==> src/rtl/charger_pkg.sv <==
`default_nettype none
// ============================================================================
//  Module      : charger_pkg
//  Description : Shared types, default parameters and conversion helpers for
//                the charge sequencer.
//  Revision    : 1.0  initial release
// ============================================================================
package charger_pkg;

  // Default configuration: 500 Hz system clock, 2 s per money unit.
  localparam int DEF_TICK_DIV     = 500;
  localparam int DEF_SEC_PER_YUAN = 2;
  localparam int DEF_TIMER_MAX    = 255;

  // State encoding, also exported on state_viewer for the debug display.
  typedef enum logic [3:0] {
    ST_IDLE = 4'd0,
    ST_RUN  = 4'd1,
    ST_DONE = 4'd2
  } state_t;

  // Money to seconds; the product is kept at 16 bits so it can be saturated.
  function automatic logic [15:0] money_to_sec(input logic [7:0]  money,
                                               input logic [15:0] sec_per_unit);
    return 16'(money) * sec_per_unit;
  endfunction

  // base - dec + add, clamped to max_val. Callers never pass dec=1 with
  // base=0, so the subtraction cannot underflow.
  function automatic logic [7:0] sat_add(input logic [7:0]  base,
                                         input logic        dec,
                                         input logic [15:0] add,
                                         input logic [7:0]  max_val);
    logic [16:0] sum;
    sum = {9'd0, base} - {16'd0, dec} + {1'b0, add};
    if (sum > {9'd0, max_val}) begin
      return max_val;
    end
    return sum[7:0];
  endfunction

endpackage
`default_nettype wire

==> src/rtl/charge_sequencer_if.sv <==
`default_nettype none
// ============================================================================
//  Module      : charge_sequencer_if
//  Description : Control/status bundle between the payment FSM (master) and
//                the charge sequencer (slave).
//  Revision    : 1.0  initial release
// ============================================================================
interface charge_sequencer_if;

  logic       go;
  logic       abort;
  logic [7:0] money_in;
  logic [7:0] timer;
  logic       charging;
  logic       done;
  logic [3:0] state_viewer;

  modport master (
    output go, abort, money_in,
    input  timer, charging, done, state_viewer
  );

  modport slave (
    input  go, abort, money_in,
    output timer, charging, done, state_viewer
  );

endinterface
`default_nettype wire

==> src/rtl/charge_sequencer_tick_prescaler.sv <==
`default_nettype none
// ============================================================================
//  Module      : tick_prescaler
//  Description : Divides CLK down to a one-cycle tick every DIV enabled
//                cycles. clr restarts the count from zero.
//  Revision    : 1.0  initial release
// ============================================================================
module tick_prescaler #(
  parameter int DIV = 500
) (
  input  wire logic CLK,
  input  wire logic rst,
  input  wire logic clr,
  input  wire logic en,
  output logic      tick
);

  localparam int              c_cw   = (DIV > 1) ? $clog2(DIV) : 1;
  localparam logic [c_cw-1:0] c_last = c_cw'(DIV - 1);

  logic [c_cw-1:0] r_count;
  logic            w_wrap;

  assign w_wrap = (r_count == c_last);
  assign tick   = en & w_wrap;

  // Free-running 0..DIV-1 counter, advancing only while enabled.
  always_ff @(posedge CLK) begin
    if (rst || clr) begin
      r_count <= '0;
    end else if (en) begin
      r_count <= w_wrap ? '0 : r_count + 1'b1;
    end
  end

endmodule
`default_nettype wire

==> src/rtl/charge_sequencer.sv <==
`default_nettype none
// ============================================================================
//  Module      : charge_sequencer
//  Description : Converts accepted money into charge seconds, counts them
//                down on a 1 s tick, drives charge enable and pulses done.
//                Optional top-up during a session: define CHARGE_TOPUP_EN.
//  Revision    : 1.0  initial release
// ============================================================================
module charge_sequencer
  import charger_pkg::*;
#(
  parameter int TICK_DIV     = DEF_TICK_DIV,
  parameter int SEC_PER_YUAN = DEF_SEC_PER_YUAN,
  parameter int TIMER_MAX    = DEF_TIMER_MAX
) (
  input wire logic          CLK,
  input wire logic          rst,
  charge_sequencer_if.slave bus
);

  localparam logic [7:0]  c_timer_max = 8'(TIMER_MAX);
  localparam logic [15:0] c_sec_per   = 16'(SEC_PER_YUAN);

  state_t      r_state;
  logic [7:0]  r_timer;
  logic        r_charging;
  logic        r_done;

  state_t      w_state_next;
  logic [7:0]  w_timer_next;
  logic        w_charging_next;
  logic        w_done_next;
  logic        w_clr;
  logic        w_tick;
  logic        w_money_nz;
  logic [15:0] w_grant;
  logic [15:0] w_topup;
  logic [7:0]  w_run_timer;

  assign w_money_nz = (bus.money_in != 8'd0);
  assign w_grant    = money_to_sec(bus.money_in, c_sec_per);

`ifdef CHARGE_TOPUP_EN
  assign w_topup = (bus.go && w_money_nz) ? w_grant : 16'd0;
`else
  assign w_topup = 16'd0;
`endif

  // Timer value for a RUN cycle: tick decrement and top-up folded together.
  assign w_run_timer = sat_add(r_timer, w_tick, w_topup, c_timer_max);

  tick_prescaler #(
    .DIV (TICK_DIV)
  ) u_prescaler (
    .CLK  (CLK),
    .rst  (rst),
    .clr  (w_clr),
    .en   (r_state == ST_RUN),
    .tick (w_tick)
  );

  // Next-state and next-output decode; every output is registered below.
  always_comb begin
    w_state_next    = r_state;
    w_timer_next    = r_timer;
    w_charging_next = r_charging;
    w_done_next     = 1'b0;
    w_clr           = 1'b0;
    unique case (r_state)
      ST_IDLE: begin
        w_timer_next    = 8'd0;
        w_charging_next = 1'b0;
        if (bus.go && !bus.abort && w_money_nz) begin
          w_state_next    = ST_RUN;
          w_timer_next    = sat_add(8'd0, 1'b0, w_grant, c_timer_max);
          w_charging_next = 1'b1;
          w_clr           = 1'b1;
        end
      end
      ST_RUN: begin
        if (bus.abort) begin
          w_state_next    = ST_IDLE;
          w_timer_next    = 8'd0;
          w_charging_next = 1'b0;
          w_clr           = 1'b1;
        end else if (w_run_timer == 8'd0) begin
          w_state_next    = ST_DONE;
          w_timer_next    = 8'd0;
          w_charging_next = 1'b0;
          w_done_next     = 1'b1;
        end else begin
          w_timer_next    = w_run_timer;
          w_charging_next = 1'b1;
        end
      end
      ST_DONE: begin
        w_state_next    = ST_IDLE;
        w_timer_next    = 8'd0;
        w_charging_next = 1'b0;
      end
      default: begin
        w_state_next    = ST_IDLE;
        w_timer_next    = 8'd0;
        w_charging_next = 1'b0;
      end
    endcase
  end

  // State and output registers.
  always_ff @(posedge CLK) begin
    if (rst) begin
      r_state    <= ST_IDLE;
      r_timer    <= 8'd0;
      r_charging <= 1'b0;
      r_done     <= 1'b0;
    end else begin
      r_state    <= w_state_next;
      r_timer    <= w_timer_next;
      r_charging <= w_charging_next;
      r_done     <= w_done_next;
    end
  end

  assign bus.timer        = r_timer;
  assign bus.charging     = r_charging;
  assign bus.done         = r_done;
  assign bus.state_viewer = r_state;

endmodule
`default_nettype wire

==> src/flat_wrapper.sv <==
// flat-port wrapper written by rule: the top's interface ports become plain ports
module charge_sequencer_flat import charger_pkg::*;
#(
  parameter int TICK_DIV     = DEF_TICK_DIV,
  parameter int SEC_PER_YUAN = DEF_SEC_PER_YUAN,
  parameter int TIMER_MAX    = DEF_TIMER_MAX
)
  (CLK, rst, bus_go, bus_abort, bus_money_in, bus_timer, bus_charging, bus_done, bus_state_viewer);
  charge_sequencer_if bus_i ();
  input wire logic CLK;
  input wire logic rst;
  input wire logic [$bits(bus_i.go)-1:0] bus_go;
  input wire logic [$bits(bus_i.abort)-1:0] bus_abort;
  input wire logic [$bits(bus_i.money_in)-1:0] bus_money_in;
  output wire logic [$bits(bus_i.timer)-1:0] bus_timer;
  output wire logic [$bits(bus_i.charging)-1:0] bus_charging;
  output wire logic [$bits(bus_i.done)-1:0] bus_done;
  output wire logic [$bits(bus_i.state_viewer)-1:0] bus_state_viewer;
  assign bus_i.go = bus_go;
  assign bus_i.abort = bus_abort;
  assign bus_i.money_in = bus_money_in;
  assign bus_timer = bus_i.timer;
  assign bus_charging = bus_i.charging;
  assign bus_done = bus_i.done;
  assign bus_state_viewer = bus_i.state_viewer;
  charge_sequencer #(.TICK_DIV(TICK_DIV), .SEC_PER_YUAN(SEC_PER_YUAN), .TIMER_MAX(TIMER_MAX)) u_core (.CLK(CLK), .rst(rst), .bus(bus_i));
endmodule
==> config.mk <==
export PLATFORM = sky130hd
export DESIGN_NAME = charge_sequencer_flat
export DESIGN_NICKNAME = d
export VERILOG_FILES = /design/src/rtl/charger_pkg.sv /design/src/rtl/charge_sequencer_if.sv /design/src/rtl/charge_sequencer_tick_prescaler.sv /design/src/rtl/charge_sequencer.sv /design/src/flat_wrapper.sv
export SDC_FILE = /design/constraint.sdc
export NUM_CORES = 1
export LEC_CHECK = 0
export ABC_AREA = 1
export ABC_CLOCK_PERIOD_IN_PS = 2500
export CAP_MARGIN = 20
export CORE_ASPECT_RATIO = 0.7
export CORE_MARGIN = 1.5
export CORE_UTILIZATION = 50
export CTS_CLUSTER_SIZE = 14
export DETAILED_ROUTE_END_ITERATION = 7
export GPL_TIMING_DRIVEN = 0
export PLACE_DENSITY_LB_ADDON = 0.1
export SETUP_SLACK_MARGIN = 0.3
export SYNTH_ARGS = -nofsm -noshare
export SYNTH_HDL_FRONTEND = slang
export SYNTH_SLANG_ARGS = --single-unit
==> constraint.sdc <==
create_clock -name CLK -period 2.5 [get_ports CLK]
set_clock_uncertainty 0.05 [all_clocks]
set_input_delay 0.25 -clock CLK [delete_from_list [all_inputs] [get_ports CLK]]
set_output_delay 0.25 -clock CLK [all_outputs]
set_load 0.05 [all_outputs]
**Word level (Yosys, flattened, before mapping)**

Cells that the tools add are included.

- Eq/ne operators: 4
- Add/subtract/negate cells: 2
- Bitwise operators: 2
- Muxes and demuxes: 24
- Order comparisons: 2
- Reductions and logical operators: 9

Operator list:

| kind | number |
|---|---|
| $mux W8 | 7 |
| $gt A17 B8 Y1 const B | 1 |
| $pmux W8 S2 | 1 |
| $mux W4 | 3 |
| $add A9 B1 Y9 const B | 1 |
| $eq A9 B9 Y1 const B | 1 |
| $gt A9 B8 Y1 const B | 1 |
| $mux W1 | 9 |
| $mux W9 | 1 |
| $sub A8 B1 Y9 | 1 |
| $logic_not A8 Y1 | 1 |
| $pmux W4 S2 | 1 |
| $reduce_bool A8 Y1 | 1 |
| $eq A4 B1 Y1 const B | 1 |
| $logic_not A4 Y1 | 1 |
| $pmux W1 S2 | 2 |
| $ne A3 B2 Y1 const B | 1 |
| $reduce_or A3 Y1 | 1 |
| $logic_and A1 B1 Y1 | 2 |
| $ne A2 B1 Y1 const B | 1 |
| $reduce_and A2 Y1 | 1 |
| $and A1 B1 Y1 | 1 |
| $logic_not A1 Y1 | 1 |
| $logic_or A1 B1 Y1 | 1 |
| $not A1 Y1 | 1 |

- Register bits after elaboration: 23

**Depth between registers and ports, before layout**

- Word-level depth: 10
- Gate-level depth with buffers: 14
- Depth with buffers taken out: 14

**Cells and area by module**

A second synthesis with hierarchy kept.

- Cells, all modules: 183
- Area, all modules: 1,207.4 um2

By module, submodules not included:

| module | cells an instance | area an instance (um2) | times used |
|---|---|---|---|
| charge_sequencer | 114 | 735.7 | 1 |
| tick_prescaler | 69 | 471.7 | 1 |

**Worst setup path after synthesis**

OpenSTA, ideal clock, no wires.

- Kind: register -> register
- From: reg u_core.r_state[0], in the netlist u_core.bus.state_viewer[0]
- To: reg u_core.r_charging, in the netlist u_core.bus.charging
- Period minus slack after synthesis: 2.400 ns
- Setup slack: 0.100 ns
- Data arrival time: 2.280 ns
- Library setup time: 0.070 ns
- Path buffers: 0
- Stages on the path, launching flop included: 13
- Data required time: 2.380 ns
- Cells stage by stage: dfxtp_1 > nand2_4 > nor4_4 > ha_1 > ha_1 > nand2_1 > nor2_2 > nand2_2 > nand3_1 > nor2_1 > nand3_1 > nand2_1 > a21oi_1

- Cells in the longest elaborated chain, start to end: 10
- Elaborated cells between the ends (all ways): 11

Ends and longest elaborated chain:

| element | RTL line | source |
|---|---|---|
| start: declaration | charge_sequencer.sv:24 | `state_t r_state;` |
| start signal: assignment | charge_sequencer.sv:117 | `r_state <= w_state_next;` |
| $eq A4 B1 Y1 | charge_sequencer.sv:58, charge_sequencer.sv:69 |  |
| $and A1 B1 Y1 | charge_sequencer_tick_prescaler.sv:25 | `assign tick = en & w_wrap;` |
| $sub A8 B1 Y9 | charger_pkg.sv:35 | `sum = {9'd0, base} - {16'd0, dec} + {1'b0, add};` |
| $gt A17 B8 Y1 | charger_pkg.sv:36 | `if (sum > {9'd0, max_val}) begin` |
| $mux W1 | charger_pkg.sv:36 |  |
| $mux W8 | charger_pkg.sv:39 | `return sum[7:0];` |
| $logic_not A8 Y1 | charge_sequencer.sv:86 | `end else if (w_run_timer == 8'd0) begin` |
| $mux W1 | charge_sequencer.sv:86 |  |
| $mux W1 | charge_sequencer.sv:81 | `if (bus.abort) begin` |
| $pmux W1 S2 (*) | charge_sequencer.sv:69 | `unique case (r_state)` |
| end signal: assignment | charge_sequencer.sv:119 | `r_charging <= w_charging_next;` |
| end: declaration | charge_sequencer.sv:26 | `logic r_charging;` |

Every way passes the cells marked *; elsewhere a longest branch is shown, timed or not.
A chain may end at the register's enable or synchronous reset.

**Worst setup path in the final report**

- From: reg u_core.u_prescaler.r_count[1]
- To: reg u_core.r_charging, in the netlist u_core.bus.charging

- Cells in the longest elaborated chain, start to end: 10

Ends and longest elaborated chain:

| element | RTL line | source |
|---|---|---|
| start: declaration | charge_sequencer_tick_prescaler.sv:21 | `logic [c_cw-1:0] r_count;` |
| start signal: assignment | charge_sequencer_tick_prescaler.sv:32 | `r_count <= w_wrap ? '0 : r_count + 1'b1;` |
| $eq A9 B9 Y1 (*) | charge_sequencer_tick_prescaler.sv:24 | `assign w_wrap = (r_count == c_last);` |
| $and A1 B1 Y1 (*) | charge_sequencer_tick_prescaler.sv:25 |  |
| $sub A8 B1 Y9 (*) | charger_pkg.sv:35 |  |
| $gt A17 B8 Y1 | charger_pkg.sv:36 |  |
| $mux W1 | charger_pkg.sv:36 |  |
| $mux W8 (*) | charger_pkg.sv:39 |  |
| $logic_not A8 Y1 (*) | charge_sequencer.sv:86 |  |
| $mux W1 (*) | charge_sequencer.sv:86 |  |
| $mux W1 (*) | charge_sequencer.sv:81 |  |
| $pmux W1 S2 (*) | charge_sequencer.sv:69 |  |

Marks and branches as above.

==> flow_summary.yaml <==
status:
  status: "complete, no violations"
cts:
  ctsHoldBuffers: 0
  clock_sinks: 21
  htreeDepth: 1
  cts_tree: "yes"
  clock_latency_ns: 0.31
  cts_buffers: 3
  cts_root_buffer: "clkbuf_4"
  clockBufferDepth: 2
  clk_pin_slew_ns: 0.11
layout:
  n_fill_cell: 169
  antennaDiodeCount: 0
  multi_input_area_um2: 797
  drive_above_1_share_pct: 31.2
  nets: 231
  final-seq-area_um2: 435
  final_cell_area_um2: 1730
  synthToLayoutAreaGrowth_pct: 38.1
logic_synthesis:
  synthTopCellsByArea: "dfxtp_1 (33%), nand2_1 (12%), nor2_1 (6.0%)"
  netlist_area_um2: 1250
  syn_avg_cell_area_um2: 7.17
  synthCells: 175
  ys_ff_latch: 21
  synth-main-ff-cell: "dfxtp_1"
  yosys.area.top_type: "dfxtp_1"
  yosys.cell_types.count: 30
  synth_top_area_share_pct: 33.5
  yosysSeqAreaShare_pct: 33.5
  synth-async-reset-ratio_pct: 0
  synth_warnings: 0
  synth-edff-count: 0
detailed_routing:
  drt_pass1_iterations: 5
  num_vias: 1277
  drc: 0
  route.detailed.wl_per_inst_um: 12.8
  vias_per_cell: 5.17
  final_antenna_net_count: 0
  routed_wl_um: 3170
  drt_iter0_markers: 67
global_route:
  grt_pass1_wl_um: 4920
  grt_max_degree: 12
  overflow: 0
  grtUsageTotal_pct: 23.0
  grt_pass1_vias: 1129
  antenna_found_initial: 0
power_and_ir_drop:
  swShare_pct: 31.1
  p_comb_share_pct: 22.5
  ir_drop_uv: 337
  p_clk_share_pct: 24.9
  power_density_nw_per_um2: 385
  power.share.sequential_pct: 52.5
  internal_power_mw: 0.460
  power.switching_mw: 0.207
  power.total_mw: 0.667
  cellLeakagePower_nw: 0.720
critical_path:
  crit_start: "u_core.u_prescaler.r_count[1]"
  critPathMaxFanout: 3
  endpoint_kind: "register"
  cp-start-kind: "register"
  slowest_delay_ns: 0.37
  crit_type: "register to register"
  rr_startpoint: "u_core.u_prescaler.r_count[1]"
  crit_chain: "ha_4 > inv_2 > nor4_4 > ha_2 > ha_4 > nand2_2 > o21ai_2 > nand2_2 > nor2_1 > nand3_1 > nand2_2 > a21oi_2"
  cpMaxStageDelayCell: "dfxtp_2"
  crit_required_ns: 2.64
  cp.arrival_ns: 2.40
  cp_common_cell: "nand2_2"
place:
  place_hpwl_um: 2240
  gp_routability_congestion: 0.798
  port_buffers: 23
  dpl_cell_area_um2: 1530
flow_run:
  drv_cap: 0
floorplanning:
  core_area_um2: 2260
  die-area_um2: 2820
  start_util_pct: 55.5
  die_x_um: 62.9
  die_h_um: 44.9
  io_pins: 26
  row_count: 14
timing:
  rsz0062_at_grt: "yes"
  setup_viol: 0
  slew_viol_final: 0
  tightest_slew_ns: 0.500
  timing.final.crit_period_ns: 2.26
  clock.fmax_ghz: 0.442
  final-hold-violation-count: 0
  tns_ns: 0
  relSlewSlack_pct: 66.6
  fin_crit_sh_pct: 90.4
worst_hold_path:
  hp-start: "u_core.u_prescaler.r_count[8]"
  hp-class: "register to register"
flip-flops by register name, indices dropped and copies added (netlist names):
name,cells
u_core.bus.state_viewer,2
u_core.bus.charging,1
u_core.bus.timer,8
u_core.u_prescaler.r_count,9
u_core.bus.done,1
final timing paths:
check	end	slack, ns	cells past startpoint
setup / recovery	u_core.bus.charging	0.24	12
hold / removal	u_core.u_prescaler.r_count[8]	0.50	2
hold reg to reg	u_core.u_prescaler.r_count[8]	0.50	2
setup reg to reg	u_core.bus.charging	0.24	12
layout by cell type (no fill, tap or decap), types with 2 or more instances in the layout:
cell / instances
nand2_1: 36
clkdlybuf4s50_1: 23
nor2_1: 19
inv_1: 16
buf_4: 13
dfxtp_1: 13
nand2_2: 11
a21oi_1: 9
nand3_1: 8
inv_2: 7
dfxtp_2: 6
nor2_4: 4
xor2_1: 4
nor2_2: 4
o2111ai_1: 4
nor3_1: 3
clkbuf_4: 3
nor3_2: 2
nand4_1: 2
nand3_2: 2
clkbuf_1: 2
a21oi_2: 2
o21ai_0: 2
xnor2_1: 2
ha_4: 2
conb_1: 2
dfxtp_4: 2
synthesized netlist by cell type, types with 2 or more instances:
master and n:
nand4_1 2, xor2_1 4, nor2_4 2, o2111ai_1 4, ha_1 3, nor2_1 20
inv_2 4, nand2_2 6, nor3_2 2, buf_4 2, a21oi_1 11, dfxtp_1 21
xnor2_1 2, nand3_1 9, nand2_1 41, nor3_1 3, nor2_2 5, inv_1 19
o21ai_0 4
final cells by class:
| type | instances | share of cell area (%) |
|---|---|---|
| repair buffers | 35 | 18.7 |
| multi-input cells | 128 | 46.0 |
| plain buffers | 3 | 1.08 |
| flip-flops and latches | 21 | 25.1 |
| well taps | 32 | 2.31 |
| inverters | 24 | 5.27 |
| clock buffers | 4 | 1.52 |
per-stage QoR:
step | utilization [%] | worst slack [ns] | instances | hold WS [ns]
after CTS | 74.1 | 0.299 | 243 | 0.480
after detailed placement | 67.9 | -0.0226 | 231 | 0.464
after floorplan | - | 0.326 | 176 | 0.343
after global routing | 76.7 | 0.203 | 247 | 0.552
after global placement | 67.9 | 0.0626 | 231 | 0.423
final | 76.7 | 0.239 | 247 | 0.504
cell families (layout without fill, tap and decap cells):
kind of cell	count (synthesis)	in the layout	share of synthesized area (%)
other	1	2	0.299
adder cells (fa/ha/maj)	3	3	2.99
AO/OA/AOI/OAI	20	20	9.37
AND/OR/NAND/NOR	97	97	40.9
XOR/XNOR	6	6	4.19
buffers and inverters	27	66	8.77
flip-flops	21	21	33.5
per-layer routing:
layer	up-vias	global-route usage [%]	routed length (µm)
li1	639	-	-
met1	576	31.5	1510
met2	57	37.4	1410
met3	5	4.74	220
met4	0	6.67	31
met5	-	0	0
what timing repair did:
item,4_1_cts,5_1_grt
buffers inserted,8,4
endpoints found under the hold margin,0,0
pin swaps,15,7
resized for setup,20,10
endpoints found under the setup margin,10,7
power by group through the flow:
stage / registers, mW / logic [mW] / clock network [mW]
final: 0.351 / 0.150 / 0.166
after global routing: 0.352 / 0.159 / 0.183
after CTS: 0.351 / 0.142 / 0.165
after detailed placement: 0.358 / 0.138 / 0
after global placement: 0.358 / 0.136 / 0
after floorplan: 0.382 / 0.0663 / 0
critical path: cells and delay by family, from the launching register on:
kind                       cells  cell delay (ns)
and+or+nand+nor                6             0.89
adders and majority gates      3             0.57
DFF                            1             0.37
AOI/OAI and AO/OA              2             0.21
buffers and inverters          1             0.04
Power figures use the tool's default switching activity.
